<file path="src/rtl/priority_arbiter_ctrl.sv">
// Registered one-hot arbiter: highest requester wins, grant held until release or MAX_HOLD,
// then one idle turnaround cycle. Define ROUND_ROBIN_EN to rotate priority past the last grantee.
module priority_arbiter_ctrl #(
  parameter int N        = 8,
  parameter int IDW      = 3,
  parameter int MAX_HOLD = 16
) (
  input  logic           clk,
  input  logic           rst_n,
  input  logic [N-1:0]   req,
  output logic [N-1:0]   gnt,
  output logic [IDW-1:0] gnt_id,
  output logic           gnt_valid,
  output logic           timeout
);
  localparam int HCW = $clog2(MAX_HOLD);

  typedef enum logic [1:0] {S_IDLE, S_GRANT, S_RELEASE} state_t;

  state_t         r_state, w_state_nxt;
  logic [N-1:0]   r_gnt, w_gnt_nxt;
  logic [IDW-1:0] r_gnt_id, w_gnt_id_nxt;
  logic           r_gnt_valid, w_gnt_valid_nxt;
  logic           r_timeout, w_timeout_nxt;
  logic [HCW-1:0] r_hold_cnt, w_hold_nxt;
  logic           w_win_vld;
  logic [IDW-1:0] w_win_id;

`ifdef ROUND_ROBIN_EN
  logic [IDW-1:0] r_rr_ptr;

  function automatic logic [IDW-1:0] rr_idx(input logic [IDW-1:0] ptr, input int p);
    int t;
    t = int'(ptr) + N - p;
    if (t >= N) t = t - N;
    return IDW'(t);
  endfunction

  // Walk from lowest priority (rr_ptr) to highest (rr_ptr-1); the last hit wins.
  always_comb begin
    w_win_vld = 1'b0;
    w_win_id  = '0;
    for (int p = N; p >= 1; p--) begin
      if (req[rr_idx(r_rr_ptr, p)]) begin
        w_win_vld = 1'b1;
        w_win_id  = rr_idx(r_rr_ptr, p);
      end
    end
  end

  always_ff @(posedge clk) begin
    if (!rst_n) begin
      r_rr_ptr <= '0;
    end else if (r_state != S_GRANT && w_win_vld) begin
      r_rr_ptr <= w_win_id;
    end
  end
`else
  always_comb begin
    w_win_vld = 1'b0;
    w_win_id  = '0;
    for (int i = 0; i < N; i++) begin
      if (req[i]) begin
        w_win_vld = 1'b1;
        w_win_id  = IDW'(i);
      end
    end
  end
`endif

  always_ff @(posedge clk) begin
    if (!rst_n) begin
      r_state     <= S_IDLE;
      r_gnt       <= '0;
      r_gnt_id    <= '0;
      r_gnt_valid <= 1'b0;
      r_timeout   <= 1'b0;
      r_hold_cnt  <= '0;
    end else begin
      r_state     <= w_state_nxt;
      r_gnt       <= w_gnt_nxt;
      r_gnt_id    <= w_gnt_id_nxt;
      r_gnt_valid <= w_gnt_valid_nxt;
      r_timeout   <= w_timeout_nxt;
      r_hold_cnt  <= w_hold_nxt;
    end
  end

  always_comb begin
    w_state_nxt     = r_state;
    w_gnt_nxt       = r_gnt;
    w_gnt_id_nxt    = r_gnt_id;
    w_gnt_valid_nxt = r_gnt_valid;
    w_timeout_nxt   = 1'b0;
    w_hold_nxt      = r_hold_cnt;
    case (r_state)
      S_IDLE, S_RELEASE: begin
        w_state_nxt     = S_IDLE;
        w_gnt_nxt       = '0;
        w_gnt_valid_nxt = 1'b0;
        if (w_win_vld) begin
          w_state_nxt     = S_GRANT;
          w_gnt_nxt       = N'(1) << w_win_id;
          w_gnt_id_nxt    = w_win_id;
          w_gnt_valid_nxt = 1'b1;
          w_hold_nxt      = '0;
        end
      end
      S_GRANT: begin
        // Owner release takes precedence over a coincident timeout.
        if (!req[r_gnt_id]) begin
          w_state_nxt     = S_RELEASE;
          w_gnt_nxt       = '0;
          w_gnt_valid_nxt = 1'b0;
        end else if (r_hold_cnt == HCW'(MAX_HOLD - 1)) begin
          w_state_nxt     = S_RELEASE;
          w_gnt_nxt       = '0;
          w_gnt_valid_nxt = 1'b0;
          w_timeout_nxt   = 1'b1;
        end else begin
          w_hold_nxt = r_hold_cnt + HCW'(1);
        end
      end
      default: w_state_nxt = S_IDLE;
    endcase
  end

  assign gnt       = r_gnt;
  assign gnt_id    = r_gnt_id;
  assign gnt_valid = r_gnt_valid;
  assign timeout   = r_timeout;

endmodule
</file>
<file path="config.mk">
export PLATFORM = sky130hd
export DESIGN_NAME = priority_arbiter_ctrl
export DESIGN_NICKNAME = d
export VERILOG_FILES = /design/src/rtl/priority_arbiter_ctrl.sv
export SDC_FILE = /design/constraint.sdc
export NUM_CORES = 1
export LEC_CHECK = 0
export CORE_MARGIN = 4
export CORE_UTILIZATION = 55
export CTS_BUF_LIST = sky130_fd_sc_hd__clkbuf_8
export CTS_CLUSTER_SIZE = 10
export DETAILED_ROUTE_END_ITERATION = 16
export PLACE_DENSITY = 0.86
export SYNTH_ARGS = -nofsm -noshare
export SYNTH_HDL_FRONTEND = slang
export SYNTH_SLANG_ARGS = --single-unit
</file>
<file path="constraint.sdc">
create_clock -name clk -period 2.3 [get_ports clk]
set_input_delay 0.69 -clock clk [delete_from_list [all_inputs] [get_ports clk]]
set_output_delay 0.69 -clock clk [all_outputs]
set_load 0.05 [all_outputs]
</file>
### Word-level counts from Yosys, hierarchy flattened

Cells that the tools add are included.

| storage, ports and cells | value |
|---|---|
| flip-flop bits (word level) | 19 |
| input bits | 10 |
| output and inout port bits | 13 |
| logic and storage cells | 57 |

| operators by class | value |
|---|---|
| $add $sub $neg | 1 |
| magnitude comparators | 1 |
| equal/unequal tests | 7 |
| shift-type cells | 1 |
| muxes and demuxes | 34 |
| reductions and logical operators | 7 |

Operator list:

| cell | number |
|---|---|
| 2-to-1 mux 8 bit | 3 |
| 2-to-1 mux 3 bit | 6 |
| one-hot mux 8 bit (2 select lines) | 1 |
| 2-to-1 mux 1 bit | 15 |
| 2-to-1 mux 4 bit | 3 |
| one-hot mux 4 bit (2 select lines) | 1 |
| << shifter 1 x 3 -> 8 bit, first input constant | 1 |
| inequality test 2 bit, second input constant | 3 |
| adder 4 x 1 -> 4 bit, second input constant | 1 |
| == test 4 bit, second input constant | 1 |
| less-than comparator 3 x 4 -> 1 bit, second input constant | 1 |
| 2-to-1 mux 2 bit | 2 |
| one-hot mux 2 bit (2 select lines) | 1 |
| AND reduction 2 bit | 2 |
| AND reduction 4 bit | 1 |
| binary-select mux 1 bit (select 3 bit) | 1 |
| inequality test 3 bit, second input constant | 1 |
| AND reduction 3 bit | 1 |
| == test 2 x 1 -> 1 bit, second input constant | 1 |
| == test 2 bit, second input constant | 1 |
| logical NOT 2 bit | 1 |
| one-hot mux 1 bit (2 select lines) | 1 |
| nonzero test 2 bit | 1 |
| OR reduction 2 bit | 1 |

### Longest topological paths before layout

Gate-level depths: netlist of run 1.

| depth | value |
|---|---|
| word-level depth | 10 |
| depth in mapped cells | 5 |
| gate-level depth less buffers | 5 |

### Worst setup path after synthesis of run 1

Ideal clock, no wire load.

| timing path | value |
|---|---|
| path type | flip-flop to flip-flop |
| start | reg r_gnt_id[0] (netlist: gnt_id[0]) |
| end | reg r_hold_cnt[3] |
| setup time | 93 ps |
| arrival time | 1681 ps |
| required time | 2207 ps |
| setup slack | 526 ps |
| stages on the path, launching flop included | 6 |
| buffers on the path | 1 |
| clock period less this slack | 1774 ps |
| path through | dfxtp_1 > buf_4 > mux2i_1 > a21oi_1 > and4_1 > o311ai_2 |

| between the ends | value |
|---|---|
| cells in the longest elaborated chain, start to end | 4 |

Ends and longest elaborated chain:

| what | line | source |
|---|---|---|
| from (decl) | 22 | `logic [IDW-1:0] r_gnt_id, w_gnt_id_nxt;` |
| from (signal assigned) | 82 | `r_gnt_id <= w_gnt_id_nxt;` |
| binary-select mux 1 bit (select 3 bit) | 111 | `if (!req[r_gnt_id]) begin` |
| 2-to-1 mux 1 bit (implied by the code) | 111 |  |
| inequality test 2 bit (no source line) | - |  |
| AND reduction 4 bit (no source line) | - |  |
| to (signal assigned) | 85 | `r_hold_cnt <= w_hold_nxt;` |
| to (decl) | 25 | `logic [HCW-1:0] r_hold_cnt, w_hold_nxt;` |

Every way passes these cells. The select of a mux whose other input is x is not followed.
A chain may end at the register's enable or synchronous reset.

### Worst setup path in the final report of run 1

| timing path | value |
|---|---|
| start | reg r_gnt_id[2] (netlist: gnt_id[2]) |
| end | out gnt_id[2] |

RTL lines:

| what | line | source |
|---|---|---|
| to (decl) | 12 | `output logic [IDW-1:0] gnt_id,` |

No word-level cell between the ends.

==> results of run 1 <==
-- flip-flops by register name, summed over array words and instances (netlist names) --
signal,flops
gnt,8
r_hold_cnt,4
gnt_id,3
r_state,2
gnt_valid,1
timeout,1
-- cell families after synthesis --
| group | synth area share (%) |
|---|---|
| adders and majority gates | 1.22 |
| muxes | 4.87 |
| buffers and inverters | 3.04 |
| DFF | 37.0 |
| AOI/OAI and AO/OA | 24.8 |
| and+or+nand+nor | 29.1 |
-- layer usage --
layer	up-vias	track usage [%]
met5	-	0
met1	470	27.2
met3	5	7.00
met4	0	9.17
li1	495	-
met2	54	35.0
-- cell usage after synthesis, drive strengths merged --
library cell and instances:
ha 1, a31oi 3, nor4 3, or3 1, o21ai 4, or2 1, o311ai 1, o22ai 4
nand3b 1, a21o 1, nor2 5, a21oi 7, clkbuf 2, dfxtp 19, o31ai 1, buf 2
o21bai 1, and4 1, nand4 3, nand3 6, nand2 14, nor4b 1, a211oi 3, o2bb2ai 1
o2111ai 1, mux2i 5, inv 2, clkinv 1, and2 2, and3 2, o31a 2, a41o 1
nor2b 3, nor3 3, o2111a 1, a22oi 1, nand2b 5
-- stage by stage --
stage | hold slack (ns) | total power [mW] | area (um^2) | std cells
after floorplan | 0.467 | 0.504 | 1030 | 115
after global placement | 0.442 | 0.577 | 1330 | 167
after detailed placement | 0.445 | 0.582 | 1330 | 167
after CTS | 0.461 | 0.810 | 1370 | 171
after global routing | 0.477 | 0.845 | 1370 | 171
final | 0.457 | 0.809 | 1370 | 171
-- final timing paths --
| path | start | to | depth (start not counted) |
|---|---|---|---|
| max | gnt_id[2] | gnt_id[2] | 1 |
| min | gnt[5] | gnt[5] | 2 |
| max reg2reg | gnt_id[0] | gnt[4] | 4 |
| min reg2reg | gnt[5] | gnt[5] | 2 |
-- power by group --
part | switching, mW | internal [mW] | total [mW]
combinational | 0.127 | 0.0853 | 0.212
sequential | 0.0220 | 0.344 | 0.366
clock | 0.111 | 0.120 | 0.231
-- cell type report --
class,instances,area share [%]
Inverter,3,0.820
Timing Repair Buffer,31,20.9
Sequential cell,19,27.7
Tap cell,25,2.28
Clock buffer,3,3.01
Multi-Input combinational cell,89,44.9
Clock inverter,1,0.364
==> results.json, run 1 <==
{
  "grt_start_max_net_pins": 17,
  "path_delay_family": "buffers and inverters",
  "clock_sinks": 19,
  "nNetsFinal": 158,
  "place_congestion": 0.884,
  "avgRoutedWirePerCell_um": 15.0,
  "hold_path_class": "flop to flop",
  "setup_viol": 0,
  "fin_util_pct": 78.7,
  "hold_viol": 0,
  "htree_levels": 1,
  "synth_cells": 115,
  "syn_to_final_growth_pct": 33.6,
  "placementRows": 15,
  "multiInputGateArea_um2": 617,
  "drc": 0,
  "place_ws_ns": -0.0184,
  "cp_slowest_stage_delay_ns": 0.84,
  "period_share_pct": 96.0,
  "clockBufferDepth": 2,
  "wl_met3_um": 233,
  "synthesis.area_um2": 1030,
  "synth.yosys.seq_area_share_pct": 37.0,
  "rrSetupSlack_ns": 0.62,
  "hold_buffers": 0,
  "dp_hpwl_mm": 1.92,
  "worst_slack_ns": 0.0913,
  "synth.net_count": 126,
  "fmax_ghz": 0.453,
  "grt_pass1_vias": 1012,
  "wl_met2_mm": 1.21,
  "worstPathArrival_ns": 1.52,
  "nFillCells": 109,
  "slew_headroom_pct": 65.6,
  "slew_violations": 0,
  "power_density_nw_per_um2": 589,
  "finalCriticalPeriod_ns": 2.21,
  "p_leak_nw": 0.529,
  "grt_pass1_wl_mm": 4.36,
  "skew_ns": 0.00232,
  "path_cells": "clkdlybuf4s50_1",
  "dieWidth_um": 51.2,
  "n_antenna_cell": 0,
  "pin_count": 23,
  "synth_top_area_share_pct": 37.0,
  "crit_path_start_kind": "flop",
  "yosysUniqueCellTypes": 44,
  "via_per_inst": 5.99,
  "grt-ovfl-total": 0,
  "dieArea_um2": 2630,
  "final_cell_mix": "20 x clkdlybuf4s50_1, 19 x dfxtp_1, 14 x nand2_1, 10 x buf_4, 7 x a21oi_1",
  "drtAntennaViolNets": 0,
  "die_y_um": 51.2,
  "worst_pin_slew_ns": 0.515,
  "core_um2": 1750,
  "layout-drive-gt1-share_pct": 16.4,
  "regArea_um2": 380,
  "synth.avg_cell_area_um2": 8.94,
  "wl_met1_mm": 1.10,
  "ys_warn_count": 0,
  "outcome": "completed",
  "post_cts_buffers": 0,
  "cp_num_buf_inv": 1,
  "start_util_pct": 58.9,
  "cts_root_buf": "clkbuf_8",
  "dr.max_layer_used": "met4",
  "worst_ep_required_time_ns": 1.61,
  "cts_resized": 0,
  "rsz0062_at_grt": "no",
  "synth_top_area_cell": "dfxtp_1",
  "drtIter0Drc": 43,
  "tns_ns": 0,
  "slowest_stage": "clkdlybuf4s50_1",
  "maxCapViolCount": 0,
  "critPathKind": "flop to primary output",
  "cts_buffers": 3,
  "routed_wl_mm": 2.56,
  "final_common_cell": "clkdlybuf4s50_1",
  "track_usage_pct": 22.0,
  "ys_ff_latch": 19,
  "setup.worst_path.end_class": "primary output",
  "cts_tree": "built",
  "port_buffers": 22,
  "clk_pin_slew_worst_paths_ns": 0.07,
  "synth_area_leaders": "dfxtp_1 37%, nand2_1 5.1%, mux2i_1 4.9%, a21oi_1 3.4%, nand2b_1 3.0%",
  "clock_latency_ns": 0.25,
  "irDropWorstVdd_v": 0.000486,
  "vias": 1024,
  "first_pass_iters": 5,
  "cp_max_fo": 6,
  "antenna_found_initial": 0
}
No activity file was read; power rests on OpenSTA's default activity.
==> inputs of run 2 (changes only) <==
Settings changed: CTS_BUF_LIST sky130_fd_sc_hd__clkbuf_8 to sky130_fd_sc_hd__clkbuf_2, RECOVER_POWER set to 100, SKIP_CTS_REPAIR_TIMING set to 1.
==> results.json, run 2 (synthesis gave the netlist of run 1 again) <==
{
  "path_cells": "dlygate4sd3_1 -> mux2i_1 -> a22oi_1 -> nand3_2 -> and3_1",
  "dieArea_um2": 2630,
  "worst_pin_slew_ns": 0.598,
  "critPathKind": "input pin to flop",
  "cts_tree": "built",
  "final_cell_mix": "19 x dfxtp_1, 16 x clkdlybuf4s50_1, 14 x nand2_1, 8 x buf_4, 7 x a21oi_1",
  "clockBufferDepth": 2,
  "die_y_um": 51.2,
  "routed_wl_mm": 2.48,
  "antenna_found_initial": 0,
  "grt_pass1_wl_mm": 4.23,
  "period_share_pct": 97.4,
  "cp_slowest_stage_delay_ns": 0.63,
  "via_per_inst": 5.93,
  "cp_num_buf_inv": 1,
  "largest_register_ff_count": 8,
  "setup_viol": 0,
  "p_int_mw": 0.460,
  "core_um2": 1750,
  "grt_start_max_net_pins": 17,
  "dieWidth_um": 51.2,
  "outcome": "completed",
  "cp.depth": 5,
  "track_usage_pct": 21.0,
  "nFillCells": 126,
  "first_pass_iters": 5,
  "maxCapViolCount": 0,
  "design_area_um2": 1310,
  "hold_viol": 0,
  "htree_levels": 1,
  "finalCriticalPeriod_ns": 2.24,
  "n_antenna_cell": 0,
  "multiInputGateArea_um2": 597,
  "dpl_cell_area_um2": 1330,
  "hold_depth": 2,
  "power.share.sequential_pct": 51.9,
  "p_leak_nw": 0.490,
  "combPwrFrac_pct": 28.0,
  "placementRows": 15,
  "vias": 1014,
  "p_switching_mw": 0.246,
  "hold_path_class": "flop to flop",
  "regArea_um2": 380,
  "dp_cells": 167,
  "pin_count": 23,
  "grt_pass1_vias": 995,
  "worst_ep_required_time_ns": 2.51,
  "stdcell_count": 171,
  "cp_max_fo": 7,
  "clock_sinks": 19,
  "rsz0062_at_grt": "no",
  "power_density_nw_per_um2": 540,
  "worstPathArrival_ns": 2.45,
  "clk_pin_slew_worst_paths_ns": 0.19,
  "port_buffers": 22,
  "drtAntennaViolNets": 0,
  "irDropWorstVdd_v": 0.000484,
  "path_delay_family": "buffers and inverters",
  "grt-ovfl-total": 0,
  "setup.worst_path.end_class": "flop",
  "netSwitchingFraction_pct": 34.8,
  "layout-drive-gt1-share_pct": 14.4,
  "drtIter0Drc": 32,
  "avgRoutedWirePerCell_um": 14.5,
  "start_util_pct": 58.9,
  "crit_path_start_kind": "input pin",
  "final_common_cell": "dfxtp_1",
  "fmax_ghz": 0.446,
  "dp_hpwl_mm": 1.92,
  "syn_to_final_growth_pct": 27.0,
  "skew_ns": 0.00914,
  "slew_headroom_pct": 60.3,
  "nNetsFinal": 158,
  "cts_buffers": 3,
  "slowest_stage": "dlygate4sd3_1",
  "slew_violations": 0,
  "clock_latency_ns": 0.30,
  "drc": 0,
  "reg2regPathDepth": 4,
  "place_congestion": 0.884,
  "clkPwrFrac_pct": 20.1,
  "cts_root_buf": "clkbuf_2"
}
==> run 2: cell count changes in the layout (fill, tap and decap cells not counted) <==
cell,change
clkbuf_2,+4
clkdlybuf4s50_1,-4
clkbuf_1,+3
clkbuf_8,-3
dlygate4sd3_1,+3
buf_4,-2
o21ai_0,+2
o21ai_1,-2
a22oi_1,+1
a22oi_4,-1
dlymetal6s2s_1,-1
nor4_1,+1
nor4_2,-1
==> run 2: cell type report <==
| class | instances | share of cell area, % |
|---|---|---|
| multi-input cells | 89 | 45.7 |
| flip-flops and latches | 19 | 29.1 |
| repair buffers | 31 | 20.4 |
| well taps | 25 | 2.39 |
| clock buffers | 3 | 1.15 |
| inverters | 3 | 0.862 |
| clock inverters | 1 | 0.383 |
==> run 2: worst paths after layout <==
check	from	to	slack [ns]
setup reg to reg	gnt_id[0]	r_state[1]	0.48
setup / recovery	req[5]	r_state[1]	0.06
hold / removal	gnt[1]	gnt[1]	0.47
hold reg to reg	gnt[1]	gnt[1]	0.47
==> run 2: metal layers <==
metal / vias up / part of all wire (%) / track usage (%)
li1: 494 / - / -
met1: 466 / 45 / 26.9
met2: 48 / 45 / 34.1
met3: 6 / 8.0 / 5.54
met4: 0 / 1.2 / 6.99
met5: - / 0 / 0
==> run 2: power by group through the flow <==
| stage | clock network (mW) | logic, mW | registers (mW) |
|---|---|---|---|
| after floorplan | 0 | 0.103 | 0.401 |
| after global placement | 0 | 0.205 | 0.372 |
| after detailed placement | 0 | 0.209 | 0.373 |
| after CTS | 0.146 | 0.210 | 0.366 |
| after global routing | 0.162 | 0.211 | 0.370 |
| final | 0.142 | 0.197 | 0.367 |
==> run 2: worst register-to-register path, delay by kind of cell (launching register included) <==
family             cells  cell delay [ns]
AOI/OAI and AO/OA      1             0.49
DFF                    1             0.57
muxes                  1             0.16
and+or+nand+nor        2             0.52
==> run 2: metrics by stage <==
stage          worst slack [ns]  total power, mW  TNS [ns]  util (%)  hold WS, ns
2_1_floorplan             0.526            0.504         0         -        0.467
3_3_place_gp             0.0522            0.577         0      75.9        0.442
3_5_place_dp            -0.0184            0.582   -0.0251      75.9        0.445
4_1_cts                 -0.0223            0.722   -0.0223      77.1        0.473
5_1_grt                  0.0219            0.743         0      74.8        0.512
6_report                 0.0596            0.706         0      74.8        0.474
==> inputs of run 3 (changes only) <==
Settings changed: CELL_PAD_IN_SITES_DETAIL_PLACEMENT set to 0, CELL_PAD_IN_SITES_GLOBAL_PLACEMENT set to 1, CORE_MARGIN 4 to not set, CORE_UTILIZATION 55 to 41, PLACE_DENSITY 0.86 to not set, PLACE_DENSITY_LB_ADDON set to 0.1.
==> results.json, run 3 (synthesis gave the netlist of run 1 again) <==
{
  "port_buffers": 22,
  "largest_register_ff_count": 8,
  "crit_path_start_kind": "flop",
  "slew_violations": 0,
  "die_y_um": 52.1,
  "cts_root_buf": "clkbuf_2",
  "clock_latency_ns": 0.31,
  "clock_sinks": 19,
  "grt-ovfl-total": 0,
  "dieWidth_um": 52.1,
  "drc": 0,
  "worst_pin_slew_ns": 0.646,
  "worst_ep_required_time_ns": 1.61,
  "hold_path_class": "flop to flop",
  "hold_viol": 0,
  "cts_buffers": 3,
  "slew_headroom_pct": 57.0,
  "pin_count": 23,
  "place_congestion": 0.793,
  "p_leak_nw": 0.487,
  "stdcell_count": 175,
  "setup_viol": 0,
  "period_share_pct": 96.3,
  "multiInputGateArea_um2": 597,
  "syn_to_final_growth_pct": 27.7,
  "cts_tree": "built",
  "placementRows": 17,
  "clk_pin_slew_worst_paths_ns": 0.19,
  "finalCriticalPeriod_ns": 2.22,
  "vias": 981,
  "grt_pass1_wl_mm": 4.23,
  "worstPathArrival_ns": 1.53,
  "path_delay_family": "buffers and inverters",
  "start_util_pct": 44.8,
  "nFillCells": 228,
  "final_common_cell": "dfxtp_1",
  "wl_met2_mm": 1.02,
  "avgRoutedWirePerCell_um": 14.6,
  "irDropWorstVdd_v": 0.000397,
  "nNetsFinal": 159,
  "via_per_inst": 5.61,
  "drtAntennaViolNets": 0,
  "first_pass_iters": 4,
  "setup.worst_path.end_class": "primary output",
  "track_usage_pct": 21.6,
  "drtIter0Drc": 34,
  "slowest_stage": "clkdlybuf4s50_1",
  "dr.max_layer_used": "met4",
  "wl_met1_mm": 1.42,
  "antenna_found_initial": 0,
  "fmax_ghz": 0.451,
  "n_antenna_cell": 0,
  "rsz0062_at_grt": "no",
  "dp_cells": 171,
  "cp_num_buf_inv": 1,
  "fin_hold_ws_ns": 0.475,
  "maxCapViolCount": 0,
  "routed_wl_mm": 2.55,
  "htree_levels": 1,
  "cp_max_fo": 3,
  "critPathKind": "flop to primary output",
  "grt_pass1_vias": 903,
  "regArea_um2": 380,
  "power_density_nw_per_um2": 545,
  "cp_slowest_stage_delay_ns": 0.82,
  "path_cells": "clkdlybuf4s50_1",
  "core_um2": 2300,
  "dieArea_um2": 2710,
  "dp_hpwl_mm": 1.91,
  "outcome": "completed",
  "worst_slack_ns": 0.0846,
  "clockBufferDepth": 2,
  "grt_start_max_net_pins": 17,
  "tns_ns": 0,
  "final_cell_mix": "19 x dfxtp_1, 18 x clkdlybuf4s50_1, 14 x nand2_1, 8 x buf_4, 7 x a21oi_1",
  "fin_util_pct": 57.2,
  "layout-drive-gt1-share_pct": 14.3,
  "place_ws_ns": 0.00602,
  "skew_ns": 0.00122,
  "wl_met3_um": 74
}
run 3: changes by cell type in the layout (fill, tap and decap cells not counted):
cell | previous run | this run
dlygate4sd3_1 | 3 | 1
o21ai_1 | 0 | 1
clkdlybuf4s50_1 | 16 | 18
o21ai_0 | 4 | 3
clkbuf_1 | 3 | 4
run 3: metrics by stage:
| stage | cell area (um^2) | power [mW] |
|---|---|---|
| floorplan | 1030 | 0.504 |
| global placement | 1340 | 0.585 |
| detailed placement | 1340 | 0.588 |
| CTS | 1360 | 0.741 |
| global route | 1310 | 0.756 |
| finish | 1310 | 0.716 |
run 3: per-layer routing:
layer | up-vias | track usage, %
met5 | - | 0
met4 | 0 | 10.8
met3 | 4 | 2.63
met2 | 17 | 27.6
met1 | 463 | 34.0
li1 | 497 | -
run 3: final timing paths:
kind                 to  slack [ns]  cells after the start       from
max              gnt[6]        0.08                      1     gnt[6]
min              gnt[4]        0.48                      2     gnt[4]
max reg2reg  r_state[1]        0.50                      4  gnt_id[0]
min reg2reg      gnt[4]        0.48                      2     gnt[4]
run 3: final cells by class:
cell class,count,area share [%]
Multi-Input combinational cell,89,45.4
Sequential cell,19,29.0
Timing Repair Buffer,32,20.6
Tap cell,28,2.67
Clock buffer,3,1.14
Inverter,3,0.857
Clock inverter,1,0.381
run 3: worst min-delay path: stages (launching register included):
cell     delay (ns)
dfxtp_1        0.35
nand2_1        0.05
o21ai_1        0.05
run 3: power by group:
group	switching [mW]	internal, mW	total [mW]
Combinational	0.124	0.0773	0.201
Sequential	0.0220	0.345	0.367
Clock	0.108	0.0394	0.148
Total	0.254	0.462	0.716
